[src/rtl/xbus_if.sv]
// Bundle of all master-side and downstream bus signals around xbus_arbiter.
// The arbiter uses the slave modport; the masters/memory environment uses master.
interface xbus_if #(
    parameter int NUM_MASTERS = 3
);
    logic [NUM_MASTERS-1:0]    m_sel_i;
    logic [NUM_MASTERS*32-1:0] m_addr_i;
    logic [NUM_MASTERS-1:0]    m_we_i;
    logic [NUM_MASTERS*4-1:0]  m_wr_mask_i;
    logic [NUM_MASTERS*32-1:0] m_data_i;
    logic [NUM_MASTERS-1:0]    m_ack_o;
    logic [31:0]               m_data_o;
    logic                      m_fault_o;
    logic                      sel_o;
    logic [31:0]               addr_o;
    logic                      we_o;
    logic [3:0]                wr_mask_o;
    logic [31:0]               data_out_o;
    logic [31:0]               data_in_i;
    logic                      ack_i;

    modport slave (
        input  m_sel_i, m_addr_i, m_we_i, m_wr_mask_i, m_data_i, data_in_i, ack_i,
        output m_ack_o, m_data_o, m_fault_o, sel_o, addr_o, we_o, wr_mask_o, data_out_o
    );

    modport master (
        output m_sel_i, m_addr_i, m_we_i, m_wr_mask_i, m_data_i, data_in_i, ack_i,
        input  m_ack_o, m_data_o, m_fault_o, sel_o, addr_o, we_o, wr_mask_o, data_out_o
    );
endinterface

[src/rtl/xbus_arbiter.sv]
// Round-robin arbiter sharing one sel/ack memory bus among NUM_MASTERS requesters.
// Define XBUS_TIMEOUT_EN to add a BUSY watchdog that faults after TIMEOUT_CYCLES.
module xbus_arbiter #(
    parameter int NUM_MASTERS    = 3,
    parameter int TIMEOUT_CYCLES = 256
) (
    input  logic  clk,
    input  logic  reset_i,
    xbus_if.slave bus
);
    localparam int GW = $clog2(NUM_MASTERS);

    typedef enum logic [1:0] { IDLE, BUSY, ACK } state_t;

    state_t                 state_q, state_d;
    logic [GW-1:0]          grant_q, grant_d;
    logic                   sel_q, sel_d;
    logic [31:0]            addr_q, addr_d;
    logic                   we_q, we_d;
    logic [3:0]             mask_q, mask_d;
    logic [31:0]            wdata_q, wdata_d;
    logic [31:0]            rdata_q, rdata_d;
    logic [NUM_MASTERS-1:0] ack_q, ack_d;

`ifdef XBUS_TIMEOUT_EN
    localparam int CW = $clog2(TIMEOUT_CYCLES + 1);
    logic [CW-1:0]          cnt_q, cnt_d;
    logic                   fault_q, fault_d;
`endif

    logic                   win_found;
    logic [GW-1:0]          win_idx;
    int                     cand;
    logic [31:0]            win_addr;
    logic                   win_we;
    logic [3:0]             win_mask;
    logic [31:0]            win_wdata;

    // Rotating priority: the master after the last grant is looked at first.
    always_comb begin
        win_found = 1'b0;
        win_idx   = '0;
        cand      = 0;
        for (int i = 1; i <= NUM_MASTERS; i++) begin
            cand = int'(grant_q) + i;
            if (cand >= NUM_MASTERS) cand = cand - NUM_MASTERS;
            if (!win_found && bus.m_sel_i[GW'(cand)]) begin
                win_found = 1'b1;
                win_idx   = GW'(cand);
            end
        end
    end

    always_comb begin
        win_addr  = '0;
        win_we    = 1'b0;
        win_mask  = '0;
        win_wdata = '0;
        for (int k = 0; k < NUM_MASTERS; k++) begin
            if (win_idx == GW'(k)) begin
                win_addr  = bus.m_addr_i[32*k +: 32];
                win_we    = bus.m_we_i[k];
                win_mask  = bus.m_wr_mask_i[4*k +: 4];
                win_wdata = bus.m_data_i[32*k +: 32];
            end
        end
    end

    always_comb begin
        state_d = state_q;
        grant_d = grant_q;
        sel_d   = sel_q;
        addr_d  = addr_q;
        we_d    = we_q;
        mask_d  = mask_q;
        wdata_d = wdata_q;
        rdata_d = rdata_q;
        ack_d   = '0;
`ifdef XBUS_TIMEOUT_EN
        cnt_d   = cnt_q;
        fault_d = 1'b0;
`endif
        unique case (state_q)
            IDLE: begin
                if (win_found) begin
                    grant_d = win_idx;
                    addr_d  = win_addr;
                    we_d    = win_we;
                    mask_d  = win_mask;
                    wdata_d = win_wdata;
                    sel_d   = 1'b1;
                    state_d = BUSY;
`ifdef XBUS_TIMEOUT_EN
                    cnt_d   = '0;
`endif
                end
            end
            BUSY: begin
                if (bus.ack_i) begin
                    sel_d          = 1'b0;
                    rdata_d        = bus.data_in_i;
                    ack_d[grant_q] = 1'b1;
                    state_d        = ACK;
                end
`ifdef XBUS_TIMEOUT_EN
                // A slave ack on the expiry edge takes precedence over the fault.
                else if (cnt_q == CW'(TIMEOUT_CYCLES - 1)) begin
                    sel_d          = 1'b0;
                    rdata_d        = 32'hDEADBEEF;
                    ack_d[grant_q] = 1'b1;
                    fault_d        = 1'b1;
                    state_d        = ACK;
                end else begin
                    cnt_d = cnt_q + 1'b1;
                end
`endif
            end
            ACK:     state_d = IDLE;
            default: state_d = IDLE;
        endcase
    end

    always_ff @(posedge clk or posedge reset_i) begin
        if (reset_i) begin
            state_q <= IDLE;
            grant_q <= GW'(NUM_MASTERS - 1);
            sel_q   <= 1'b0;
            addr_q  <= '0;
            we_q    <= 1'b0;
            mask_q  <= '0;
            wdata_q <= '0;
            rdata_q <= '0;
            ack_q   <= '0;
`ifdef XBUS_TIMEOUT_EN
            cnt_q   <= '0;
            fault_q <= 1'b0;
`endif
        end else begin
            state_q <= state_d;
            grant_q <= grant_d;
            sel_q   <= sel_d;
            addr_q  <= addr_d;
            we_q    <= we_d;
            mask_q  <= mask_d;
            wdata_q <= wdata_d;
            rdata_q <= rdata_d;
            ack_q   <= ack_d;
`ifdef XBUS_TIMEOUT_EN
            cnt_q   <= cnt_d;
            fault_q <= fault_d;
`endif
        end
    end

    assign bus.sel_o      = sel_q;
    assign bus.addr_o     = addr_q;
    assign bus.we_o       = we_q;
    assign bus.wr_mask_o  = mask_q;
    assign bus.data_out_o = wdata_q;
    assign bus.m_data_o   = rdata_q;
    assign bus.m_ack_o    = ack_q;
`ifdef XBUS_TIMEOUT_EN
    assign bus.m_fault_o  = fault_q;
`else
    assign bus.m_fault_o  = 1'b0;
`endif
endmodule

[src/flat_wrapper.sv]
// flat-port wrapper written by rule: the top's interface ports become plain ports
module xbus_arbiter_flat 
#(
    parameter int NUM_MASTERS    = 3,
    parameter int TIMEOUT_CYCLES = 256
)
  (clk, reset_i, bus_m_sel_i, bus_m_addr_i, bus_m_we_i, bus_m_wr_mask_i, bus_m_data_i, bus_data_in_i, bus_ack_i, bus_m_ack_o, bus_m_data_o, bus_m_fault_o, bus_sel_o, bus_addr_o, bus_we_o, bus_wr_mask_o, bus_data_out_o);
  xbus_if #(.NUM_MASTERS(NUM_MASTERS)) bus_i ();
  input  logic clk;
  input  logic reset_i;
  input wire logic [$bits(bus_i.m_sel_i)-1:0] bus_m_sel_i;
  input wire logic [$bits(bus_i.m_addr_i)-1:0] bus_m_addr_i;
  input wire logic [$bits(bus_i.m_we_i)-1:0] bus_m_we_i;
  input wire logic [$bits(bus_i.m_wr_mask_i)-1:0] bus_m_wr_mask_i;
  input wire logic [$bits(bus_i.m_data_i)-1:0] bus_m_data_i;
  input wire logic [$bits(bus_i.data_in_i)-1:0] bus_data_in_i;
  input wire logic [$bits(bus_i.ack_i)-1:0] bus_ack_i;
  output wire logic [$bits(bus_i.m_ack_o)-1:0] bus_m_ack_o;
  output wire logic [$bits(bus_i.m_data_o)-1:0] bus_m_data_o;
  output wire logic [$bits(bus_i.m_fault_o)-1:0] bus_m_fault_o;
  output wire logic [$bits(bus_i.sel_o)-1:0] bus_sel_o;
  output wire logic [$bits(bus_i.addr_o)-1:0] bus_addr_o;
  output wire logic [$bits(bus_i.we_o)-1:0] bus_we_o;
  output wire logic [$bits(bus_i.wr_mask_o)-1:0] bus_wr_mask_o;
  output wire logic [$bits(bus_i.data_out_o)-1:0] bus_data_out_o;
  assign bus_i.m_sel_i = bus_m_sel_i;
  assign bus_i.m_addr_i = bus_m_addr_i;
  assign bus_i.m_we_i = bus_m_we_i;
  assign bus_i.m_wr_mask_i = bus_m_wr_mask_i;
  assign bus_i.m_data_i = bus_m_data_i;
  assign bus_i.data_in_i = bus_data_in_i;
  assign bus_i.ack_i = bus_ack_i;
  assign bus_m_ack_o = bus_i.m_ack_o;
  assign bus_m_data_o = bus_i.m_data_o;
  assign bus_m_fault_o = bus_i.m_fault_o;
  assign bus_sel_o = bus_i.sel_o;
  assign bus_addr_o = bus_i.addr_o;
  assign bus_we_o = bus_i.we_o;
  assign bus_wr_mask_o = bus_i.wr_mask_o;
  assign bus_data_out_o = bus_i.data_out_o;
  xbus_arbiter #(.NUM_MASTERS(NUM_MASTERS), .TIMEOUT_CYCLES(TIMEOUT_CYCLES)) u_core (.clk(clk), .reset_i(reset_i), .bus(bus_i));
endmodule
[config.mk]
export PLATFORM = sky130hd
export DESIGN_NAME = xbus_arbiter_flat
export DESIGN_NICKNAME = d
export VERILOG_FILES = /design/src/rtl/xbus_if.sv /design/src/rtl/xbus_arbiter.sv /design/src/flat_wrapper.sv
export SDC_FILE = /design/constraint.sdc
export NUM_CORES = 1
export LEC_CHECK = 0
export CORE_MARGIN = 2
export CORE_UTILIZATION = 30
export DETAILED_ROUTE_END_ITERATION = 10
export GPL_TIMING_DRIVEN = 0
export PLACE_DENSITY = 0.7
export SLEW_MARGIN = 25
export SYNTH_ARGS = -nofsm -noshare
export SYNTH_HDL_FRONTEND = slang
export SYNTH_SLANG_ARGS = --single-unit
[constraint.sdc]
create_clock -name clk -period 3.3 [get_ports clk]
set_input_delay 0.66 -clock clk [delete_from_list [all_inputs] [get_ports clk]]
set_output_delay 0.66 -clock clk [all_outputs]
set_load 0.1 [all_outputs]
==> results.txt, run 1 <==
Outcome: finished clean
Post-synth top area cell: dfrtp_1
DR vias: 5812
Post-Synth Adder-Cell Area: 0.00896
Synth cell count leaders: nand2_1, dfrtp_1, mux2i_1
Crit Path Max Fanout: 10
Xor/xnor share of the synthesized area: 0.00157
Area Growth Syn to Fin: 75.5%
First-pass DRT Iterations: 5
WS Path Type: register to register
Placed insts: 1168
Final Skew: 0.0111 ns
Largest net degree at the start of global routing: 30
Worst Max-Slew Pin Slew: 1.06 ns
Gpl congestion: 0.796
RR Endpoint: u_core.bus.addr_o[18]
Mapped Nets: 835
Core box area: 0.0181 mm²
CTS tree: built
Inserted Clock Buffers: 9
Count of final setup violators: 0
Vias in the first global route: 5849
Distinct cells, synth: 43
EDFF count, synth: 0
Post-synth ARST share: 1.00
Starting Density: 0.309
Endpoint class of the critical path: register
DR iter-0 viols: 247
Clock sinks: 109
Critical path required time: 3.57 ns
Root buffer cell: clkbuf_16
Yosys warnings: 0
H-tree levels: 3
First-pass GRT wire length: 32900 µm
Unrepaired setup endpoints after global routing: no
Sequential share of the synthesized area: 0.489
Number of max-cap violations: 0
Ant diodes: 0
Initial antenna violation count: 0
Final hold slack: 0.477 ns
Die Ht: 140 µm
Crit start category: register
Synth Area in Simple Gates: 0.133
R2R Path Start: u_core.grant_q[0]
Yosys reg bits: 109
Synth area leaders: dfrtp_1, mux2i_1, nand2_1, o211ai_1, o21ai_0
Rel. slew slack: 0.289
Largest family of logic cells by synthesized area: compound AO/OA/AOI/OAI gates
Syn Area/Cell: 9.53 µm²
CTS Buffer Depth: 2
Die X: 140 µm
Routed Wire Length: 21700 µm
Gr usage total: 0.216
Remaining DRCs: 0
Most common cell in the synthesized netlist: nand2_1
Worst hold path class: register to register
Final Max Slew Viols: 0
Top_reg_cell synth: dfrtp_1
Non-Filler Instances: 1187
Synth Area in Compound Gates: 0.188
Worst-skew pair later-pin latency: 0.36 ns
Worst reg2reg setup slack: 0.16 ns
Fmax: 0.319 GHz
Io pins: 351
Worst Path Arrival: 3.41 ns
Mux contribution to synthesized area: 0.130
Mapped Area: 0.00558 mm²
Placed inst area: 0.00945 mm²
Worst R2R Path Depth: 13
Hold Buf Count CTS: 0
Layout cells sized above 1: 0.0804
Worst Setup EP: u_core.bus.addr_o[18]
PortBufs: 349
Cells after Synth: 586
Core Rows: 49
Critical path origin: u_core.grant_q[0]
Die area: 0.0197 mm²
Final period util: 0.951
GRT Residual Overflow: 0
Final Hold Viols: 0
Finished Cell Area: 0.00980 mm²
Routed WL per cell: 18.3 µm
Tmin final: 3.14 ns
Worst-path clk slew: 0.08 ns
Fin nets: 1202
Vias per Instance: 4.90
Top-area cell type share of the netlist area: 0.484
Post-DP HPWL: 17400 µm
Routed Antenna Nets: 0
critical path, cell delays in order (launching register included):
cell      delay (ns)
dfrtp_1         0.35
clkbuf_1        0.30
inv_1           0.14
ha_1            0.38
mux2_4          0.32
a222oi_1        0.32
buf_4           0.19
buf_4           0.12
nand3_1         0.08
a21o_1          0.20
buf_2           0.17
buf_6           0.17
buf_6           0.16
o211ai_2        0.17
cells by family (layout without fill, tap and decap cells):
| group | after synthesis | after routing |
|---|---|---|
| buffers and inverters | 58 | 430 |
| AND/OR/NAND/NOR | 185 | 185 |
| adder cells (fa/ha/maj) | 4 | 4 |
| multiplexers | 72 | 72 |
| other | 1 | 1 |
| flip-flops | 109 | 109 |
| AO/OA/AOI/OAI | 156 | 156 |
| XOR/XNOR | 1 | 1 |
per-layer routing:
layer | global-route usage | vias to the layer above | part of all wire
li1 | - | 2780 | -
met1 | 0.260 | 2759 | 0.40
met2 | 0.389 | 257 | 0.51
met3 | 0.0554 | 16 | 0.080
met4 | 0.0494 | 0 | 0.011
met5 | 0 | - | 0
cell usage in the layout, fill, tap and decap left out, types with 10 or more instances in the layout:
master,count
o21ai_0,54
o21ai_1,18
o211ai_2,10
clkbuf_1,13
dfrtp_1,108
nand2_1,167
mux2i_1,69
o211ai_1,58
clkdlybuf4s50_1,349
clkbuf_2,19
sequential cells by signal, summed over array words and instances (netlist names):
| register | cells |
|---|---|
| u_core.bus.addr_o | 32 |
| u_core.state_q | 2 |
| u_core.bus.wr_mask_o | 4 |
| u_core.bus.m_ack_o | 3 |
| u_core.bus.m_data_o | 32 |
| u_core.bus.we_o | 1 |
| u_core.bus.sel_o | 1 |
| u_core.bus.data_out_o | 32 |
| u_core.grant_q | 2 |
worst min-delay path by stage:
stage	to	start	cells after the start	slack, ns
2_1_floorplan	u_core.state_q[0]	u_core.state_q[1]	2	0.51
3_3_place_gp	u_core.bus.m_data_o[0]	u_core.bus.m_data_o[0]	2	0.46
3_5_place_dp	u_core.bus.m_data_o[29]	u_core.bus.m_data_o[29]	2	0.46
4_1_cts	u_core.bus.m_data_o[29]	u_core.bus.m_data_o[29]	2	0.48
5_1_grt	u_core.bus.sel_o	u_core.bus.sel_o	2	0.50
6_report	u_core.bus.m_data_o[29]	u_core.bus.m_data_o[29]	2	0.48
repair_timing:
action	in CTS	in global routing
endpoints found under the setup margin	70	69
setup buffers	3	1
resized for setup	5	25
pin swaps	1	0
area by class of cell:
cell class	instances	area [µm²]
inverters	9	37.5
clock inverters	7	70.1
plain buffers	48	256
clock buffers	9	225
repair buffers	357	3600
well taps	229	287
multi-input cells	419	2590
fillers	1643	8290
flip-flops and latches	109	2730
through the flow:
stage,worst slack [ns],utilization,TNS [ns]
finish,0.161,0.542,0
global route,0.00624,0.542,0
CTS,0.0119,0.540,0
detailed placement,-0.435,0.522,-20.33
global placement,-0.376,0.518,-17.02
floorplan,0.444,-,0
Power of run 1 is left out: the tool's default activity adds up to more than one toggle a clock period on the data nets, which glitch-free logic cannot reach.
==> run 2, diff against run 1 <==
--- a/config.mk
+++ b/config.mk
@@ -7,6 +7,7 @@
 export LEC_CHECK = 0
 export CORE_MARGIN = 2
 export CORE_UTILIZATION = 30
+export CTS_BUF_LIST = sky130_fd_sc_hd__clkbuf_8
 export DETAILED_ROUTE_END_ITERATION = 10
 export GPL_TIMING_DRIVEN = 0
 export PLACE_DENSITY = 0.7
==> results.txt, run 2 (same netlist as run 1, synthesis figures left out) <==
Outcome: finished clean
Pre-CTS WS: -0.435 ns (unchanged)
Die area: 0.0197 mm² (unchanged)
Crit path buffers/inverters: 7 (unchanged)
Worst-skew pair later-pin latency: 0.39 ns (+0.03 ns)
H-tree levels: 3 (unchanged)
First-pass GRT wire length: 32900 µm (unchanged)
Die X: 140 µm (unchanged)
Setup WS post-layout: 0.187 ns (+0.0258 ns)
Final period util: 0.943 (-0.00781)
Final hold slack: 0.487 ns (+0.00965 ns)
Final Hold Viols: 0 (unchanged)
Routed Wire Length: 21700 µm (about the same)
CP Cell Sequence: clkbuf_1 -> inv_1 -> ha_1 -> mux2_4 -> a222oi_1 -> buf_4 -> buf_4 -> nand3_1 -> a21o_1 -> buf_2 -> buf_6 -> buf_6 -> o211ai_2
Largest delay share family, worst path: buffers and inverters
Routed WL per cell: 18.3 µm (about the same)
Io pins: 351 (unchanged)
Worst hold path class: register to register
Remaining DRCs: 0 (unchanged)
Footprint of the multi-input gates: 0.00259 mm² (unchanged)
Endpoint class of the critical path: register
Number of max-cap violations: 0 (unchanged)
Final Max Slew Viols: 0 (unchanged)
CP max stage cell: ha_1
GRT Residual Overflow: 0 (unchanged)
Vias in the first global route: 5835 (-0.24%)
PortBufs: 349 (unchanged)
First-pass DRT Iterations: 5 (unchanged)
Rel. slew slack: 0.289 (-0.000351)
CTS tree: built
Crit Path Max Fanout: 10 (unchanged)
Most common cell after layout, fill and taps aside: clkdlybuf4s50_1
DR iter-0 viols: 238 (-3.6%)
Final Skew: 0.0156 ns (+0.00449 ns)
Met1 Use GR: 0.261 (+0.00108)
Setup tns final: 0 ns (unchanged)
Unrepaired setup endpoints after global routing: no
Worst Max-Slew Pin Slew: 1.06 ns (+0.000524 ns)
Core box area: 0.0181 mm² (unchanged)
Crit start category: register
Gr usage total: 0.217 (+0.000219)
Hold Buf Count CTS: 0 (unchanged)
Met2 Resource Use GR: 0.388 (-0.00129)
CP peak stage delay: 0.38 ns (about the same)
WS Path Type: register to register
Sequential Area: 0.00273 mm² (unchanged)
Layout cells sized above 1: 0.0804 (unchanged)
Routed Antenna Nets: 0 (unchanged)
HP Start: u_core.bus.m_data_o[29]
Starting Density: 0.309 (unchanged)
Area Growth Syn to Fin: 73.7%
Root buffer cell: clkbuf_8
Ant diodes: 0 (unchanged)
Clock sinks: 109 (unchanged)
Initial antenna violation count: 0 (unchanged)
Fin nets: 1202 (unchanged)
Critical path origin: u_core.grant_q[0]
Tmin final: 3.11 ns (-0.0258 ns)
Worst Path Arrival: 3.41 ns (about the same)
Largest net degree at the start of global routing: 30 (unchanged)
Most Crowded Layer GR: met2
Fmax: 0.321 GHz (+0.83%)
Count of final setup violators: 0 (unchanged)
Post-DP HPWL: 17400 µm (unchanged)
Met3 usage: 0.0626 (+0.00718)
Inserted Clock Buffers: 9 (unchanged)
Filler instances: 1653 (+0.61%)
Gpl congestion: 0.796 (unchanged)
CTS Buffer Depth: 2 (unchanged)
Critical path required time: 3.60 ns (+0.03 ns)
DR vias: 5800 (-0.21%)
Worst-path clk slew: 0.12 ns (+0.04 ns)
Vias per Instance: 4.89 (-0.21%)
Core Rows: 49 (unchanged)
Most frequent cells in the layout: clkdlybuf4s50_1, nand2_1, dfrtp_1, mux2i_1, o211ai_1
Die Ht: 140 µm (unchanged)
R2R Path Start: u_core.grant_q[0]
Final Util: 0.536 (-0.00560)
run 2: cell counts in the layout (fill, tap and decap cells not counted):
No cell type changed its count.
run 2: stage by stage:
step | area (µm²) | instances
finish | 9700 | 1187
global route | 9700 | 1187
CTS | 9670 | 1186
detailed placement | 9450 | 1168
global placement | 9370 | 1164
floorplan | 5590 | 586
run 2: worst min-delay path, delay by kind of cell, from the launching register on:
kind,cells,cell delay [ns]
flops,1,0.36
simple gates,2,0.10
run 2: area by class of cell:
type,instances,share of cell area
well taps,229,0.0296
flip-flops and latches,109,0.281
clock buffers,9,0.0128
plain buffers,48,0.0265
inverters,9,0.00387
clock inverters,7,0.00723
multi-input cells,419,0.267
repair buffers,357,0.372
run 2: layer usage:
metal,routed length (µm),vias to the layer above
li1,-,2773
met3,1790,12
met5,0,-
met4,165,0
met2,11100,255
met1,8630,2760
run 2: repair_timing:
item	in CTS	in global routing
endpoints found under the setup margin	70	69
gates resized for setup	5	25
buffers inserted	3	1
pin swaps	1	0
run 2: path summary, 6_finish.rpt:
kind / endpoint / slack (ns) / depth (start not counted)
min reg2reg: u_core.bus.m_data_o[29] / 0.49 / 2
max: u_core.bus.addr_o[18] / 0.19 / 13
min in group asynchronous: u_core.bus.addr_o[16] / 0.50 / 2
max in group asynchronous: u_core.bus.addr_o[21] / 1.96 / 5
min: u_core.bus.m_data_o[29] / 0.49 / 2
max reg2reg: u_core.bus.addr_o[18] / 0.19 / 13
Power of run 2 is left out for the same reason.
